**config.mk**
```make
export PLATFORM = sky130hd
export DESIGN_NAME = dae_pe_stream
export DESIGN_NICKNAME = d
export VERILOG_FILES = /design/src/rtl/dae_pe_stream_pkg.sv /design/src/rtl/dae_pe_stream_alu.sv /design/src/rtl/dae_pe_stream.sv
export SDC_FILE = /design/constraint.sdc
export NUM_CORES = 2
export LEC_CHECK = 0
export ABC_AREA = 0
export CORE_ASPECT_RATIO = 0.7
export CORE_MARGIN = 3
export CORE_UTILIZATION = 29
export CTS_CLUSTER_DIAMETER = 50
export DETAILED_ROUTE_END_ITERATION = 12
export SLEW_MARGIN = 30
export SYNTH_ARGS = -nofsm -noshare
export SYNTH_HDL_FRONTEND = slang
export SYNTH_SLANG_ARGS = --single-unit
```
**constraint.sdc**
```tcl
create_clock -name clk_i -period 8.8 [get_ports clk_i]
set_input_delay 1.76 -clock clk_i [delete_from_list [all_inputs] [get_ports clk_i]]
set_output_delay 1.76 -clock clk_i [all_outputs]
set_load 0.02 [all_outputs]
```
**src/rtl/dae_pe_stream_pkg.sv**
```systemverilog
// Shared types for the DAE stream PE: ALU opcode enum, default geometry and
// the packed config word layout {acc_len, acc_en, const_en, op, sel_b, sel_a}.
package dae_pe_stream_pkg;

  localparam int PE_N_BITS    = 32;
  localparam int PE_N_INPUTS  = 8;
  localparam int PE_FU_LAT    = 2;
  localparam int PE_ACC_CNT_W = 8;

  localparam int LOG_N_INPUTS_PE = $clog2(PE_N_INPUTS);

  typedef enum logic [3:0] {
    PE_OP_ADD    = 4'd0,
    PE_OP_SUB    = 4'd1,
    PE_OP_MUL    = 4'd2,
    PE_OP_AND    = 4'd3,
    PE_OP_OR     = 4'd4,
    PE_OP_XOR    = 4'd5,
    PE_OP_SLL    = 4'd6,
    PE_OP_SRL    = 4'd7,
    PE_OP_SRA    = 4'd8,
    PE_OP_MIN    = 4'd9,
    PE_OP_MAX    = 4'd10,
    PE_OP_PASS_A = 4'd11
  } pe_alu_op_e;

  function automatic int pe_cfg_width(input int n_inputs, input int acc_cnt_w);
    return 2 * $clog2(n_inputs) + 4 + 1 + 1 + acc_cnt_w;
  endfunction

  localparam int PE_CFG_W = pe_cfg_width(PE_N_INPUTS, PE_ACC_CNT_W);

  // Layout at the default geometry; the PE redeclares it for its own parameters.
  typedef struct packed {
    logic [PE_ACC_CNT_W-1:0]    acc_len;
    logic                       acc_en;
    logic                       const_en;
    pe_alu_op_e                 op;
    logic [LOG_N_INPUTS_PE-1:0] sel_b;
    logic [LOG_N_INPUTS_PE-1:0] sel_a;
  } pe_stream_cfg_t;

endpackage

```
**src/rtl/dae_pe_stream_alu.sv**
```systemverilog
// Combinational ALU of the stream PE (pe_alu): wrap-around arithmetic,
// logic, shifts by the low log2(N_BITS) bits of b, signed min/max.
module dae_pe_stream_alu
  import dae_pe_stream_pkg::*;
#(
  parameter int N_BITS = PE_N_BITS
) (
  input  logic [N_BITS-1:0] a_i,
  input  logic [N_BITS-1:0] b_i,
  input  pe_alu_op_e        op_i,
  output logic [N_BITS-1:0] res_o
);

  localparam int SH_W = $clog2(N_BITS);

  logic [SH_W-1:0] sh;
  assign sh = b_i[SH_W-1:0];

  always_comb begin
    res_o = '0;
    case (op_i)
      PE_OP_ADD:    res_o = a_i + b_i;
      PE_OP_SUB:    res_o = a_i - b_i;
      PE_OP_MUL:    res_o = a_i * b_i;
      PE_OP_AND:    res_o = a_i & b_i;
      PE_OP_OR:     res_o = a_i | b_i;
      PE_OP_XOR:    res_o = a_i ^ b_i;
      PE_OP_SLL:    res_o = a_i << sh;
      PE_OP_SRL:    res_o = a_i >> sh;
      PE_OP_SRA:    res_o = $signed(a_i) >>> sh;
      PE_OP_MIN:    res_o = ($signed(a_i) < $signed(b_i)) ? a_i : b_i;
      PE_OP_MAX:    res_o = ($signed(a_i) > $signed(b_i)) ? a_i : b_i;
      PE_OP_PASS_A: res_o = a_i;
      default:      res_o = '0;
    endcase
  end

endmodule

```
**src/rtl/dae_pe_stream.sv**
```systemverilog
// DAE stream processing element: operand select, FU_LAT-deep stallable pipe,
// optional reduce-add accumulation and double-buffered configuration.
module dae_pe_stream
  import dae_pe_stream_pkg::*;
#(
  parameter  int N_BITS    = PE_N_BITS,
  parameter  int N_INPUTS  = PE_N_INPUTS,
  parameter  int FU_LAT    = PE_FU_LAT,
  parameter  int ACC_CNT_W = PE_ACC_CNT_W,
  localparam int SEL_W     = $clog2(N_INPUTS),
  localparam int CFG_W     = pe_cfg_width(N_INPUTS, ACC_CNT_W)
) (
  input  logic                       clk_i,
  input  logic                       rst_n_i,
  input  logic [N_INPUTS*N_BITS-1:0] pe_op_i,
  input  logic                       in_valid_i,
  output logic                       in_ready_o,
  input  logic [CFG_W-1:0]           cfg_i,
  input  logic [N_BITS-1:0]          cfg_const_i,
  input  logic                       cfg_we_i,
  output logic                       cfg_pending_o,
  output logic [N_BITS-1:0]          pe_res_o,
  output logic                       out_valid_o,
  input  logic                       out_ready_i
);

  typedef struct packed {
    logic [ACC_CNT_W-1:0] acc_len;
    logic                 acc_en;
    logic                 const_en;
    pe_alu_op_e           op;
    logic [SEL_W-1:0]     sel_b;
    logic [SEL_W-1:0]     sel_a;
  } cfg_t;

  cfg_t               shadow_q, shadow_d, active_q, active_d;
  logic [N_BITS-1:0]  sconst_q, sconst_d, const_q, const_d;
  logic               pending_q, pending_d;
  logic               init_q;
  logic               out_valid_q, out_valid_d;
  logic [N_BITS-1:0]  res_q, res_d;
  logic [N_BITS-1:0]  acc_q, acc_d;
  logic [ACC_CNT_W-1:0] cnt_q, cnt_d, eff_last;

  logic              advance, accept, apply, pipe_busy, tail_v;
  logic [N_BITS-1:0] op_a, op_b, alu_res, tail_d;
  logic [N_BITS-1:0] ops [N_INPUTS];

  genvar gi;
  generate
    for (gi = 0; gi < N_INPUTS; gi++) begin : g_ops
      assign ops[gi] = pe_op_i[gi*N_BITS +: N_BITS];
    end
  endgenerate

  assign advance    = !out_valid_q || out_ready_i;
  assign in_ready_o = advance && !pending_q && init_q;
  assign accept     = in_valid_i && in_ready_o;

  assign op_a = ops[active_q.sel_a];
  assign op_b = active_q.const_en ? const_q : ops[active_q.sel_b];

  dae_pe_stream_alu #(.N_BITS(N_BITS)) u_alu (
    .a_i   (op_a),
    .b_i   (op_b),
    .op_i  (active_q.op),
    .res_o (alu_res)
  );

  // Stage 0 is the ALU output in the accept cycle; busy ORs only registered stages.
  generate
    for (gi = 0; gi < FU_LAT; gi++) begin : g_stg
      logic              stg_v;
      logic [N_BITS-1:0] stg_d;
      logic              busy;
      if (gi == 0) begin : g_head
        assign stg_v = accept;
        assign stg_d = alu_res;
        assign busy  = 1'b0;
      end else begin : g_reg
        always_ff @(posedge clk_i or negedge rst_n_i) begin
          if (!rst_n_i) begin
            stg_v <= 1'b0;
            stg_d <= '0;
          end else if (advance) begin
            stg_v <= g_stg[gi-1].stg_v;
            stg_d <= g_stg[gi-1].stg_d;
          end
        end
        assign busy = stg_v || g_stg[gi-1].busy;
      end
    end
  endgenerate

  assign tail_v    = g_stg[FU_LAT-1].stg_v;
  assign tail_d    = g_stg[FU_LAT-1].stg_d;
  assign pipe_busy = g_stg[FU_LAT-1].busy;

  assign eff_last = (active_q.acc_len == '0) ? '0 : active_q.acc_len - 1'b1;

  always_comb begin
    out_valid_d = out_valid_q;
    res_d       = res_q;
    acc_d       = acc_q;
    cnt_d       = cnt_q;
    if (advance) begin
      out_valid_d = 1'b0;
      if (tail_v) begin
        if (active_q.acc_en) begin
          if (cnt_q >= eff_last) begin
            out_valid_d = 1'b1;
            res_d       = acc_q + tail_d;
            acc_d       = '0;
            cnt_d       = '0;
          end else begin
            acc_d = acc_q + tail_d;
            cnt_d = cnt_q + 1'b1;
          end
        end else begin
          out_valid_d = 1'b1;
          res_d       = tail_d;
        end
      end
    end
  end

  // A write in the apply cycle lands in the shadow and keeps pending set.
  always_comb begin
    apply     = pending_q && !pipe_busy && (cnt_q == '0) && !out_valid_q;
    pending_d = pending_q;
    shadow_d  = shadow_q;
    sconst_d  = sconst_q;
    active_d  = active_q;
    const_d   = const_q;
    if (apply) begin
      active_d  = shadow_q;
      const_d   = sconst_q;
      pending_d = 1'b0;
    end
    if (cfg_we_i) begin
      shadow_d  = cfg_t'(cfg_i);
      sconst_d  = cfg_const_i;
      pending_d = 1'b1;
    end
  end

  always_ff @(posedge clk_i or negedge rst_n_i) begin
    if (!rst_n_i) begin
      shadow_q    <= '0;
      active_q    <= '0;
      sconst_q    <= '0;
      const_q     <= '0;
      pending_q   <= 1'b0;
      init_q      <= 1'b0;
      out_valid_q <= 1'b0;
      res_q       <= '0;
      acc_q       <= '0;
      cnt_q       <= '0;
    end else begin
      shadow_q    <= shadow_d;
      active_q    <= active_d;
      sconst_q    <= sconst_d;
      const_q     <= const_d;
      pending_q   <= pending_d;
      init_q      <= 1'b1;
      out_valid_q <= out_valid_d;
      res_q       <= res_d;
      acc_q       <= acc_d;
      cnt_q       <= cnt_d;
    end
  end

  assign out_valid_o   = out_valid_q;
  assign pe_res_o      = res_q;
  assign cfg_pending_o = pending_q;

endmodule

```
==> metrics.txt <==
largest cells by area after synthesis=fa_1 21%, dfrtp_1 14%, ha_1 8.5%; Iteration-0 DRC Markers=~4100; most common cell in the netlist=nor2_1; # DRC=0; post-synth cell types=109; skew final=~13 ps; Finished Layout Cells=6849; final hold viol count=0; layout cell share with drive strength beyond 1=0.256; FP Rows=111; total of max-cap violations=0; wirelength, routed=188 mm; worst path arrival time=9460 ps; Die Wd=443 um; hpwl dp=155 mm; critical path launch point type=input port; total core area=132000 um^2; Synth top area share=0.212; Fmax=0.112 GHz; Mean Syn Cell Area=about 9 um^2; vias in the first global route=37711; Clock Pin Slew Worst Setup and Hold Paths=60 ps; CP endpoint kind=register; 1st-pass router iterations=8; Slew @ Worst Pin=about 1100 ps; violated checks=setup timing; CTS Hold Bufs=0; GRT Total Usage=0.265; root buf cell=clkbuf_16; CTS Buf Count=29; syn_nets=5340; Syn. warnings=0; Req. time, crit path=roughly 9300 ps; Placed Cells incl. Taps=6694; Sink Count=212; Post-synth top cells=570 x nor2_1, 466 x inv_1, 426 x nand2_1; H-tree depth=1; WS Path Type=input port to register; Nets=approximately 6000; FFs w/ async S/R, synth=1.00; pin count of the biggest net entering global routing=112; buffers added on ports=347; Synth Register Bits=roughly 210; Vias per Instance=5.56; gpl congestion=1.03; worst skew pair latency=640 ps; period utilization=1.02; Slew HR=0.268; run status=complete, but fails checks; total gr overflow=0; CTS tree=built; ys flop type=dfrtp_1; Antenna Nets Post-Route=0; Area Growth Syn to Fin=31.6%; Post-synth EDFFs=0; CTS max path bufs=3; Mapped Area=between 30000 and 40000 um^2; initial antenna violation count=12; initial core utilization=0.294; area leader, netlist=fa_1; sequential area share after synthesis=0.137; Worst Hold Class=register to register; routed via count=38047; crit path max fanout=5; mean routed wirelength per cell=27.4 um; top-level I/O count=348; Slew Viols, Final=0; Die H=312 um; Die ar.=138000 um^2; cell count after synthesis=4354; Finish-stage setup viols=6; Final WS setup=-163 ps; first-pass GRT wire length=269 mm; RSZ-0062 raised after global routing=true; Placement Setup Slack=-1450 ps; final hold slack=around 480 ps; Final min period=8960 ps
critical path: stages:
cell	delay [ps]
buf_6	90
mux4_2	510
mux2_4	300
mux2i_4	220
buf_12	160
buf_12	110
nor2_4	40
fa_1	510
fa_1	430
fa_1	510
inv_2	40
fa_1	540
inv_2	40
fa_1	560
fa_1	460
fa_1	530
fa_1	460
ha_4	310
and3_4	190
nand2_2	50
o41a_1	450
a311oi_2	320
a31oi_1	140
buf_4	190
nor2b_4	120
mux2i_2	240
a41oi_1	140
kinds of logic after synthesis:
logic type	after synthesis	share of synthesized area
other	1	0.0000967
adder cells (fa/ha/maj)	673	0.297
buffers and inverters	777	0.0850
multiplexers	435	0.162
AND/OR/NAND/NOR	1231	0.133
flip-flops	212	0.137
AO/OA/AOI/OAI	892	0.154
XOR/XNOR	133	0.0322
metal layers:
layer  part of all wire  vias to the layer above  track usage
met5            0.00030                        -            0
met4              0.029                        8       0.0627
met3               0.12                      292       0.0769
li1                   -                    16373            -
met1               0.45                    19196        0.390
met2               0.40                     2178        0.377
cell type report:
cell class,count,area (um^2)
flip-flops and latches,212,5320
inverters,501,1980
fillers,13303,80800
clock buffers,34,774
multi-input cells,3365,31400
well taps,1751,2190
clock inverters,20,338
diodes,8,20.0
repair buffers,958,8950
flip-flops by register name, indices dropped and copies added (netlist names):
signal	flops
acc_q	32
active_q	20
cfg_pending_o	1
cnt_q	8
const_q	32
g_stg.busy	1
g_stg.stg_d	32
init_q	1
out_valid_o	1
pe_res_o	32
sconst_q	32
shadow_q	20
worst paths after layout:
path	cells after the start	start	endpoint	slack, ps
hold / removal	2	acc_q[9]	acc_q[9]	480
setup reg to reg	28	active_q[3]	g_stg[1].stg_d[29]	260
min in group asynchronous	1	rst_n_i	acc_q[30]	1190
hold reg to reg	2	acc_q[9]	acc_q[9]	480
setup / recovery	27	pe_op_i[231]	g_stg[1].stg_d[30]	-160
max in group asynchronous	2	rst_n_i	active_q[3]	6320
cells in the final DEF (no fill, tap or decap), types with 49 or more instances in the layout:
master	netlist	layout
buf_12	6	72
ha_1	262	232
inv_1	466	427
inv_2	21	49
nor2_1	570	541
mux2_2	154	135
dfrtp_1	212	206
mux4_2	128	128
nand2_1	426	417
buf_4	6	493
dlygate4sd2_1	0	109
a21oi_1	259	248
clkdlybuf4s50_1	0	178
xnor2_1	90	83
fa_1	411	373
mux2i_1	135	129
o21ai_0	135	129
per-stage QoR:
step | setup TNS (ps) | utilization | area (um^2)
floorplan | -2670 | - | 39000
global placement | -17890 | 0.363 | 47900
detailed placement | -19580 | 0.363 | 47900
CTS | -128 | 0.383 | 50500
global route | -1790 | 0.387 | 51000
finish | -724 | 0.387 | 51000
repair_timing:
action,4_1_cts,5_1_grt
buffers inserted,86,17
gates cloned,2,0
resized for setup,505,123
pin swaps,174,93
setup endpoints to repair,16,15
hold endpoints to repair,0,0
Power is left out: the tool's default activity adds up to more than one toggle a clock period on the data nets, which glitch-free logic cannot reach.
